`src/rtl/out_layer_mac.sv`:
```
// out_layer_mac: output-layer neuron engine.
// Buffers one frame of N_HIDDEN activations, then walks a single MAC unit over
// every output neuron using weights/biases from an external synchronous ROM.
// Each neuron sum is rescaled by SHIFT and reduced to an 8-bit unsigned score.
// All scores are presented in parallel with a one-cycle score_valid pulse.
// Optional feature macro: OUT_LAYER_SAT_EN (clamp scores to [0,255]; when it is
// undefined, scores take the low byte of the rescaled sum).
module out_layer_mac #(
    parameter int N_HIDDEN = 16,
    parameter int N_OUT    = 10,
    parameter int ACC_W    = 24,
    parameter int SHIFT    = 7,
    parameter int ADDR_W   = 8
) (
    input  logic                 clk,
    input  logic                 rst_n,
    input  logic                 act_valid,
    input  logic [7:0]           act_data,
    output logic                 act_ready,
    output logic [ADDR_W-1:0]    w_addr,
    input  logic [7:0]           w_data,
    output logic                 busy,
    output logic [8*N_OUT-1:0]   score_flat,
    output logic                 score_valid
);

    localparam int N_SLOTS = N_OUT * (N_HIDDEN + 1);
    localparam int CNT_W   = (N_HIDDEN > 1) ? $clog2(N_HIDDEN) : 1;
    localparam int OUT_W   = (N_OUT > 1) ? $clog2(N_OUT) : 1;
    localparam logic [CNT_W-1:0]  CNT_LAST  = CNT_W'(N_HIDDEN - 1);
    localparam logic [CNT_W-1:0]  CNT_ONE   = CNT_W'(1);
    localparam logic [OUT_W-1:0]  OUT_ONE   = OUT_W'(1);
    localparam logic [ADDR_W-1:0] ADDR_LAST = ADDR_W'(N_SLOTS - 1);
    localparam logic [ADDR_W-1:0] ADDR_ONE  = ADDR_W'(1);

    typedef enum logic [1:0] {
        S_LOAD  = 2'd0,
        S_MAC   = 2'd1,
        S_FLUSH = 2'd2
    } state_e;

    // Reduce a rescaled sum to an 8-bit score.
    function automatic logic [7:0] to_score(input logic signed [ACC_W-1:0] r);
        logic [7:0] res;
`ifdef OUT_LAYER_SAT_EN
        if (r[ACC_W-1]) begin
            res = 8'd0;
        end else if (|r[ACC_W-2:8]) begin
            res = 8'hFF;
        end else begin
            res = r[7:0];
        end
`else
        res = r[7:0];
`endif
        return res;
    endfunction

    state_e                    state_q, state_d;
    logic [CNT_W-1:0]          cnt_q, cnt_d;        // activation index / weight slot index
    logic [OUT_W-1:0]          out_q, out_d;        // neuron index of the slot being addressed
    logic                      bias_q, bias_d;      // addressed slot is the bias slot
    logic [ADDR_W-1:0]         addr_q, addr_d;
    logic                      ready_q, busy_q, sv_q;
    logic                      act_we_s;

    // Pipeline stage: describes the slot whose ROM word arrives this cycle.
    logic                      p_valid_q, p_bias_q;
    logic [CNT_W-1:0]          p_hid_q;
    logic [OUT_W-1:0]          p_out_q;

    logic signed [ACC_W-1:0]   acc_q, acc_d;
    logic signed [16:0]        prod_s;
    logic signed [ACC_W-1:0]   prod_ext_s, bias_ext_s, sum_s, r_s;
    logic                      score_we_s;
    logic [7:0]                score_new_s;

    logic [7:0]                act_q   [N_HIDDEN];
    logic [7:0]                score_q [N_OUT];

    // Next-state logic for the control FSM, counters and ROM address.
    always_comb begin
        state_d  = state_q;
        cnt_d    = cnt_q;
        out_d    = out_q;
        bias_d   = bias_q;
        addr_d   = addr_q;
        act_we_s = 1'b0;
        case (state_q)
            S_LOAD: begin
                if (act_valid) begin
                    act_we_s = 1'b1;
                    if (cnt_q == CNT_LAST) begin
                        cnt_d   = {CNT_W{1'b0}};
                        addr_d  = {ADDR_W{1'b0}};
                        state_d = S_MAC;
                    end else begin
                        cnt_d = cnt_q + CNT_ONE;
                    end
                end else begin
                    cnt_d = cnt_q;
                end
            end
            S_MAC: begin
                if (addr_q == ADDR_LAST) begin
                    addr_d  = {ADDR_W{1'b0}};
                    cnt_d   = {CNT_W{1'b0}};
                    out_d   = {OUT_W{1'b0}};
                    bias_d  = 1'b0;
                    state_d = S_FLUSH;
                end else begin
                    addr_d = addr_q + ADDR_ONE;
                    if (bias_q) begin
                        bias_d = 1'b0;
                        cnt_d  = {CNT_W{1'b0}};
                        out_d  = out_q + OUT_ONE;
                    end else if (cnt_q == CNT_LAST) begin
                        bias_d = 1'b1;
                    end else begin
                        cnt_d = cnt_q + CNT_ONE;
                    end
                end
            end
            S_FLUSH: begin
                state_d = S_LOAD;
            end
            default: begin
                state_d = S_LOAD;
                cnt_d   = {CNT_W{1'b0}};
                out_d   = {OUT_W{1'b0}};
                bias_d  = 1'b0;
                addr_d  = {ADDR_W{1'b0}};
            end
        endcase
    end

    // MAC datapath: accumulate weight slots, finalise a neuron on its bias slot.
    always_comb begin
        prod_s      = $signed({9'd0, act_q[p_hid_q]}) * $signed({{9{w_data[7]}}, w_data});
        prod_ext_s  = {{(ACC_W-17){prod_s[16]}}, prod_s};
        bias_ext_s  = {{(ACC_W-8){w_data[7]}}, w_data};
        sum_s       = acc_q + (bias_ext_s <<< SHIFT);
        r_s         = sum_s >>> SHIFT;
        acc_d       = acc_q;
        score_we_s  = 1'b0;
        score_new_s = to_score(r_s);
        if (p_valid_q) begin
            if (p_bias_q) begin
                acc_d      = {ACC_W{1'b0}};
                score_we_s = 1'b1;
            end else begin
                acc_d = acc_q + prod_ext_s;
            end
        end else begin
            acc_d = acc_q;
        end
    end

    // Control, pipeline and accumulator registers; outputs are driven from flops.
    always_ff @(posedge clk or negedge rst_n) begin
        if (!rst_n) begin
            state_q   <= S_LOAD;
            cnt_q     <= {CNT_W{1'b0}};
            out_q     <= {OUT_W{1'b0}};
            bias_q    <= 1'b0;
            addr_q    <= {ADDR_W{1'b0}};
            ready_q   <= 1'b1;
            busy_q    <= 1'b0;
            sv_q      <= 1'b0;
            p_valid_q <= 1'b0;
            p_bias_q  <= 1'b0;
            p_hid_q   <= {CNT_W{1'b0}};
            p_out_q   <= {OUT_W{1'b0}};
            acc_q     <= {ACC_W{1'b0}};
        end else begin
            state_q   <= state_d;
            cnt_q     <= cnt_d;
            out_q     <= out_d;
            bias_q    <= bias_d;
            addr_q    <= addr_d;
            ready_q   <= (state_d == S_LOAD);
            busy_q    <= (state_d != S_LOAD);
            sv_q      <= (state_q == S_FLUSH);
            p_valid_q <= (state_q == S_MAC);
            p_bias_q  <= bias_q;
            p_hid_q   <= cnt_q;
            p_out_q   <= out_q;
            acc_q     <= acc_d;
        end
    end

    // Activation buffer and score registers.
    always_ff @(posedge clk or negedge rst_n) begin
        if (!rst_n) begin
            for (int k = 0; k < N_HIDDEN; k++) begin
                act_q[k] <= 8'd0;
            end
            for (int k = 0; k < N_OUT; k++) begin
                score_q[k] <= 8'd0;
            end
        end else begin
            if (act_we_s) begin
                act_q[cnt_q] <= act_data;
            end
            if (score_we_s) begin
                score_q[p_out_q] <= score_new_s;
            end
        end
    end

    for (genvar g = 0; g < N_OUT; g++) begin : g_flat
        assign score_flat[8*g +: 8] = score_q[g];
    end

    assign act_ready   = ready_q;
    assign busy        = busy_q;
    assign score_valid = sv_q;
    assign w_addr      = addr_q;

endmodule

```
`config.mk`:
```
export PLATFORM = sky130hd
export DESIGN_NAME = out_layer_mac
export DESIGN_NICKNAME = d
export VERILOG_FILES = /design/src/rtl/out_layer_mac.sv
export SDC_FILE = /design/constraint.sdc
export NUM_CORES = 1
export LEC_CHECK = 0
export ABC_AREA = 1
export BUFFER_PORTS_ARGS = -buffer_cell sky130_fd_sc_hd__buf_4
export CORE_MARGIN = 2
export CORE_UTILIZATION = 45
export DETAILED_ROUTE_END_ITERATION = 8
export PLACE_DENSITY = 0.6
export SLEW_MARGIN = 10
export SYNTH_ARGS = -nofsm -noshare
export SYNTH_HDL_FRONTEND = slang
export SYNTH_SLANG_ARGS = --single-unit
export TNS_END_PERCENT = 10
```
`constraint.sdc`:
```
create_clock -name clk -period 5.8 [get_ports clk]
set_input_delay 0.58 -clock clk [delete_from_list [all_inputs] [get_ports clk]]
set_output_delay 0.58 -clock clk [all_outputs]
set_load 0.05 [all_outputs]
```
==> flow_summary.json, run 1 <==
{
  "finalSetupTns_ns": 0,
  "num_rows": 63,
  "worstPathArrival_ns": 5.96,
  "antenna_found_initial": 0,
  "synth_common_cells": "nand2_1 (316), dfrtp_1 (254), o21ai_0 (253)",
  "ys_types": 40,
  "cts_sinks": 255,
  "critPathTopFamily": "adder cells",
  "fmax_mhz": 180.8,
  "first_global_vias": 10471,
  "clock_insertion_delay_worst_skew_ns": 0.56,
  "dieArea_mm2": 0.03146,
  "crit_path_max_incr_delay_ns": 0.54,
  "vias": 10793,
  "hold-worst-slack_ns": 0.07336,
  "synth_seq_area_share_pct": 47.19,
  "r2r_slack_ns": 0.27,
  "clockBufferDepth": 3,
  "dp_hpwl_mm": 25.38,
  "firstDrtPassIters": 5,
  "final-hold-violation-count": 0,
  "synth-main-ff-cell": "dfrtp_1",
  "synth-seq-cells": 255,
  "syn_area_mm2": 0.01352,
  "initial_core_util_pct": 45.63,
  "min_period_ns": 5.529,
  "tightest_slew_ns": 0.9728,
  "cts_root_buffer": "clkbuf_16",
  "crit_chain": "inv_2 -> buf_4 -> o21ai_0 -> o221ai_1 -> nand3_1 -> nand2_1 -> inv_1 -> nor2_1 -> fa_1 -> fa_1 -> inv_1 -> fa_1 -> inv_1 -> fa_1 -> ha_1 -> ha_1 -> inv_1 -> nor3_1 -> nand3_1 -> nand3_1 -> a21oi_1 -> o21ai_0 -> o21ai_0",
  "core_area_mm2": 0.02964,
  "yosys_warnings": 0,
  "path_clk_slew_ns": 0.06,
  "crit_fanout": 18,
  "grt_pass1_wl_mm": 58.22,
  "endpoint_kind": "register",
  "grt_max_degree": 123,
  "postRouteAntennaNets": 0,
  "nets": 1770,
  "setup_violations": 0,
  "numCtsBuffers": 29,
  "fillers": 2802,
  "crit_type": "register to register",
  "h-tree-depth": 1,
  "synthArstFlopShare_pct": 100.0,
  "crit_slowest_cell": "fa_1",
  "die_y_um": 177.4,
  "post_cts_buffers": 0,
  "cellLeakagePower_uw": 0.007880,
  "path_buf_inv": 6,
  "maxCapViolCount": 0,
  "track_usage_pct": 23.42,
  "wire_per_inst_um": 17.39,
  "clock_skew_ns": 0.008071,
  "drt-total-wl_mm": 35.76,
  "slew_headroom_pct": 35.15,
  "synth.most_common_cell": "nand2_1",
  "cts_tree": "yes",
  "io_pins": 110,
  "drive_gt1_share_pct": 12.60,
  "post-route-period-util_pct": 95.34,
  "rsz0062_at_grt": "false",
  "cp.required_ns": 6.23,
  "die_w_um": 177.4,
  "avgViaCountPerCell": 5.247,
  "synth_edf_count": 0,
  "power.total_uw": 5687,
  "drc": 0,
  "synth.top_cell.area_share_pct": 47.00,
  "start_kind": "register",
  "vdd_ir_drop_max_v": 0.0002126,
  "powerDensity_mw_per_mm2": 360.3,
  "first_iter_violations": 721,
  "gp_congestion": 0.9270,
  "status": "complete, no violations",
  "report.final.slew_viol_count": 0,
  "syn-num-nets": 1682,
  "avgSynthCellArea_um2": 8.686,
  "diodes": 0,
  "syn_to_final_growth_pct": 16.71,
  "synth_top_area_cell": "dfrtp_1",
  "overflow": 0,
  "hp-class": "input pin to async pin",
  "syn_inst": 1557,
  "yosys-top-cells-area": "dfrtp_1 (47%), o21ai_0 (9.4%), nand2_1 (8.8%)",
  "io_buffers": 109
}
## what timing repair did
| item | 4_1_cts | 5_1_grt |
|---|---|---|
| setup endpoints to repair | 0 | 4 |
| endpoints found under the hold margin | 0 | 0 |
| gates resized for setup | 0 | 2 |
| hold buffers | 0 | 0 |
## metal layers
layer  share of wire (%)  GRT usage, %
met1                  47         34.01
met2                  45         37.50
met3                 6.0         2.892
met4                 2.1         5.874
met5                   0             0
## state kept, by name, indices dropped and copies added (netlist names)
register     count
act_ready        1
bias_q           1
score_flat      80
p_out_q          4
acc_q           15
busy             1
state_q          2
out_q            4
p_hid_q          4
cnt_q            4
w_addr           8
p_valid_q        1
p_bias_q         1
score_valid      1
act_q          128
## power breakdown
part	switching, uW	total [uW]	internal [uW]	leakage (uW)
clock network	759	2050	1300	0.000538
logic	1120	1600	478	0.00446
registers	102	2030	1930	0.00288
## kinds of logic after synthesis
kind of cell             Yosys count  synth area share (%)
AND/OR/NAND/NOR                  557                 17.63
AO/OA/AOI/OAI                    363                 14.10
buffers and inverters            262                 7.531
flip-flops                       255                 47.19
adder cells (fa/ha/maj)          106                 12.64
XOR/XNOR                          14                0.9066
## final cells by class
type	instances	area [um^2]	area share, %
inverters	198	743.2	4.709
clock inverters	16	277.8	1.760
clock buffers	37	805.8	5.105
multi-input cells	1040	6132	38.85
well taps	390	488.0	3.092
repair buffers	121	953.4	6.040
flip-flops and latches	255	6384	40.44
## worst paths after layout
kind	from	to	depth (start not counted)
max	p_hid_q[0]	acc_q[13]	23
max in group asynchronous	rst_n	acc_q[7]	2
max reg2reg	p_hid_q[0]	acc_q[13]	23
min reg2reg	out_q[3]	p_out_q[3]	0
min	rst_n	score_flat[25]	1
min in group clk	act_data[5]	act_q[77]	3
## cells in the final DEF (no fill, tap or decap), types with 3 or more instances in the layout
| cell type | Yosys | final |
|---|---|---|
| nor2_1 | 131 | 131 |
| o22ai_1 | 11 | 11 |
| nand4_2 | 7 | 7 |
| nand3_1 | 66 | 66 |
| nor3_1 | 8 | 8 |
| nand4_1 | 5 | 5 |
| o31ai_1 | 3 | 3 |
| clkbuf_1 | 43 | 3 |
| nor2_4 | 8 | 8 |
| clkbuf_8 | 0 | 5 |
| a21o_1 | 3 | 3 |
| buf_12 | 0 | 3 |
| nand2_2 | 5 | 6 |
| o221ai_1 | 8 | 7 |
| buf_4 | 2 | 117 |
| bufinv_16 | 0 | 7 |
| inv_2 | 7 | 7 |
| clkinv_2 | 0 | 6 |
| ha_1 | 55 | 55 |
| dfrtp_1 | 254 | 253 |
| a31oi_1 | 3 | 3 |
| nand2_1 | 316 | 315 |
| fa_1 | 51 | 51 |
| a21oi_1 | 72 | 72 |
| xor2_1 | 10 | 10 |
| o21ai_0 | 253 | 253 |
| nor2_2 | 3 | 3 |
| xnor2_1 | 4 | 4 |
| inv_1 | 190 | 190 |
| clkbuf_16 | 0 | 29 |
| o211ai_1 | 6 | 6 |
## through the flow
stage	utilization (%)	area (um^2)	instances	worst slack (ns)
final	53.25	15780	2057	0.2705
after global routing	53.25	15780	2057	0.006468
after CTS	53.23	15780	2057	0.2700
after detailed placement	49.57	14690	2004	0.2710
after global placement	49.57	14690	2004	0.2982
after floorplan	-	13520	1557	0.7640
No activity file was read; power rests on OpenSTA's default activity.
==> run 2: changes to the inputs <==
- CORE_UTILIZATION: 45 -> 30
- PLACE_DENSITY: 0.6 -> 0.48
==> flow_summary.json, run 2 (synthesized netlist as in run 1, its figures left out) <==
{
  "rsz0062_at_grt": "false",
  "die_w_um": 216.3,
  "fin_util_pct": 36.21,
  "path_clk_slew_ns": 0.06,
  "min_period_ns": 5.431,
  "fmax_mhz": 184.1,
  "placed_area_mm2": 0.01500,
  "r2r_slack_ns": 0.37,
  "crit_fanout": 20,
  "clockBufferDepth": 3,
  "fillers": 4603,
  "vias": 10689,
  "final_cell_mix": "nand2_1 (315), dfrtp_1 (253), o21ai_0 (251), inv_1 (188), nor2_1 (131)",
  "h-tree-depth": 1,
  "crit_path_max_incr_delay_ns": 0.58,
  "postRouteAntennaNets": 0,
  "wire_per_inst_um": 17.24,
  "track_usage_pct": 16.91,
  "r2r_end": "acc_q[12]",
  "mostFrequentLayoutCell": "nand2_1",
  "drt-total-wl_mm": 39.12,
  "gp_congestion": 0.8470,
  "vdd_ir_drop_max_v": 0.0003591,
  "maxCapViolCount": 0,
  "tightest_slew_ns": 1.046,
  "grt_pass1_wl_mm": 62.51,
  "drc": 0,
  "cpMostUsedCell": "fa_1",
  "critPathTopFamily": "adder cells",
  "cts_root_buffer": "clkbuf_16",
  "crit_slowest_cell": "fa_1",
  "seq_area_mm2": 0.006384,
  "hp-class": "input pin to async pin",
  "rr_startpoint": "p_hid_q[0]",
  "reg2reg_depth": 24,
  "worstPathArrival_ns": 5.88,
  "io_buffers": 109,
  "powerDensity_mw_per_mm2": 345.0,
  "cellLeakagePower_uw": 0.007880,
  "initial_core_util_pct": 30.52,
  "hold-worst-slack_ns": 0.01626,
  "diodes": 0,
  "first_iter_violations": 861,
  "antenna_found_initial": 0,
  "overflow": 0,
  "clock_insertion_delay_worst_skew_ns": 0.56,
  "largest_reg_flops": 128,
  "finalSetupTns_ns": 0,
  "power.total_uw": 5535,
  "setup_violations": 0,
  "status": "complete, no violations",
  "crit_chain": "inv_2 -> buf_12 -> a21oi_1 -> o21ai_0 -> nand3_1 -> o211ai_1 -> nand2_1 -> inv_2 -> nor2_1 -> fa_1 -> inv_1 -> fa_1 -> inv_1 -> fa_1 -> fa_1 -> fa_1 -> ha_4 -> inv_1 -> o31ai_1 -> nand2_1 -> nand2_1 -> a21oi_1 -> o21ai_0 -> nand2_1",
  "cts_sinks": 255,
  "io_pins": 110,
  "path_buf_inv": 6,
  "dp_hpwl_mm": 27.95,
  "final-hold-violation-count": 0,
  "clock_skew_ns": 0.01198,
  "drive_gt1_share_pct": 13.24,
  "cp.required_ns": 6.25,
  "syn_to_final_growth_pct": 18.64,
  "largest-register": "act_q",
  "post-route-period-util_pct": 93.64,
  "num_rows": 77,
  "grt_max_degree": 124,
  "nets": 1781,
  "first_global_vias": 10740,
  "start_kind": "register",
  "report.final.slew_viol_count": 0,
  "avgViaCountPerCell": 4.711,
  "die_y_um": 216.3,
  "cts_tree": "yes",
  "endpoint_kind": "register",
  "design_area_mm2": 0.01605,
  "slew_headroom_pct": 30.00,
  "dieArea_mm2": 0.04679,
  "crit_type": "register to register",
  "numCtsBuffers": 31,
  "core_area_mm2": 0.04432,
  "firstDrtPassIters": 5,
  "multi_input_area_mm2": 0.006152
}
-- run 2: repair_timing --
item | in CTS | in global routing
hold buffers | 0 | 0
endpoints found under the setup margin | 0 | 5
buffers inserted | 0 | 0
resized for setup | 0 | 11
-- run 2: how the worst max path moves through the flow --
stage / slack, ns / cells past startpoint / to / startpoint
global placement: 0.17 / 25 / acc_q[13] / p_hid_q[0]
CTS: 0.15 / 25 / acc_q[13] / p_hid_q[0]
global route: 0.01 / 26 / acc_q[13] / p_hid_q[0]
finish: 0.37 / 24 / acc_q[12] / p_hid_q[0]
detailed placement: 0.17 / 25 / acc_q[13] / p_hid_q[0]
floorplan: 0.76 / 21 / acc_q[10] / p_hid_q[0]
-- run 2: layout make-up --
type | count | area share [%]
clock inverters | 11 | 0.6160
repair buffers | 130 | 6.519
well taps | 592 | 4.616
clock buffers | 43 | 5.490
inverters | 198 | 4.632
flip-flops and latches | 255 | 39.78
multi-input cells | 1040 | 38.34
-- run 2: power by group --
| part | switching, uW | internal, uW |
|---|---|---|
| Combinational | 1140 | 487 |
| Clock | 770 | 1100 |
| Sequential | 106 | 1930 |
| Total | 2020 | 3520 |
-- run 2: routing by layer --
layer | up-vias | GRT usage (%) | share of wire, %
li1 | 5231 | - | -
met1 | 5150 | 23.84 | 48
met2 | 268 | 27.43 | 46
met3 | 40 | 2.905 | 5.1
met4 | 0 | 3.311 | 1.8
met5 | - | 0 | 0
-- run 2: through the flow --
stage | worst slack, ns | std cells
final | 0.3691 | 2269
after global routing | 0.01204 | 2269
after CTS | 0.1475 | 2268
after detailed placement | 0.1719 | 2214
after global placement | 0.1651 | 2214
after floorplan | 0.7640 | 1557
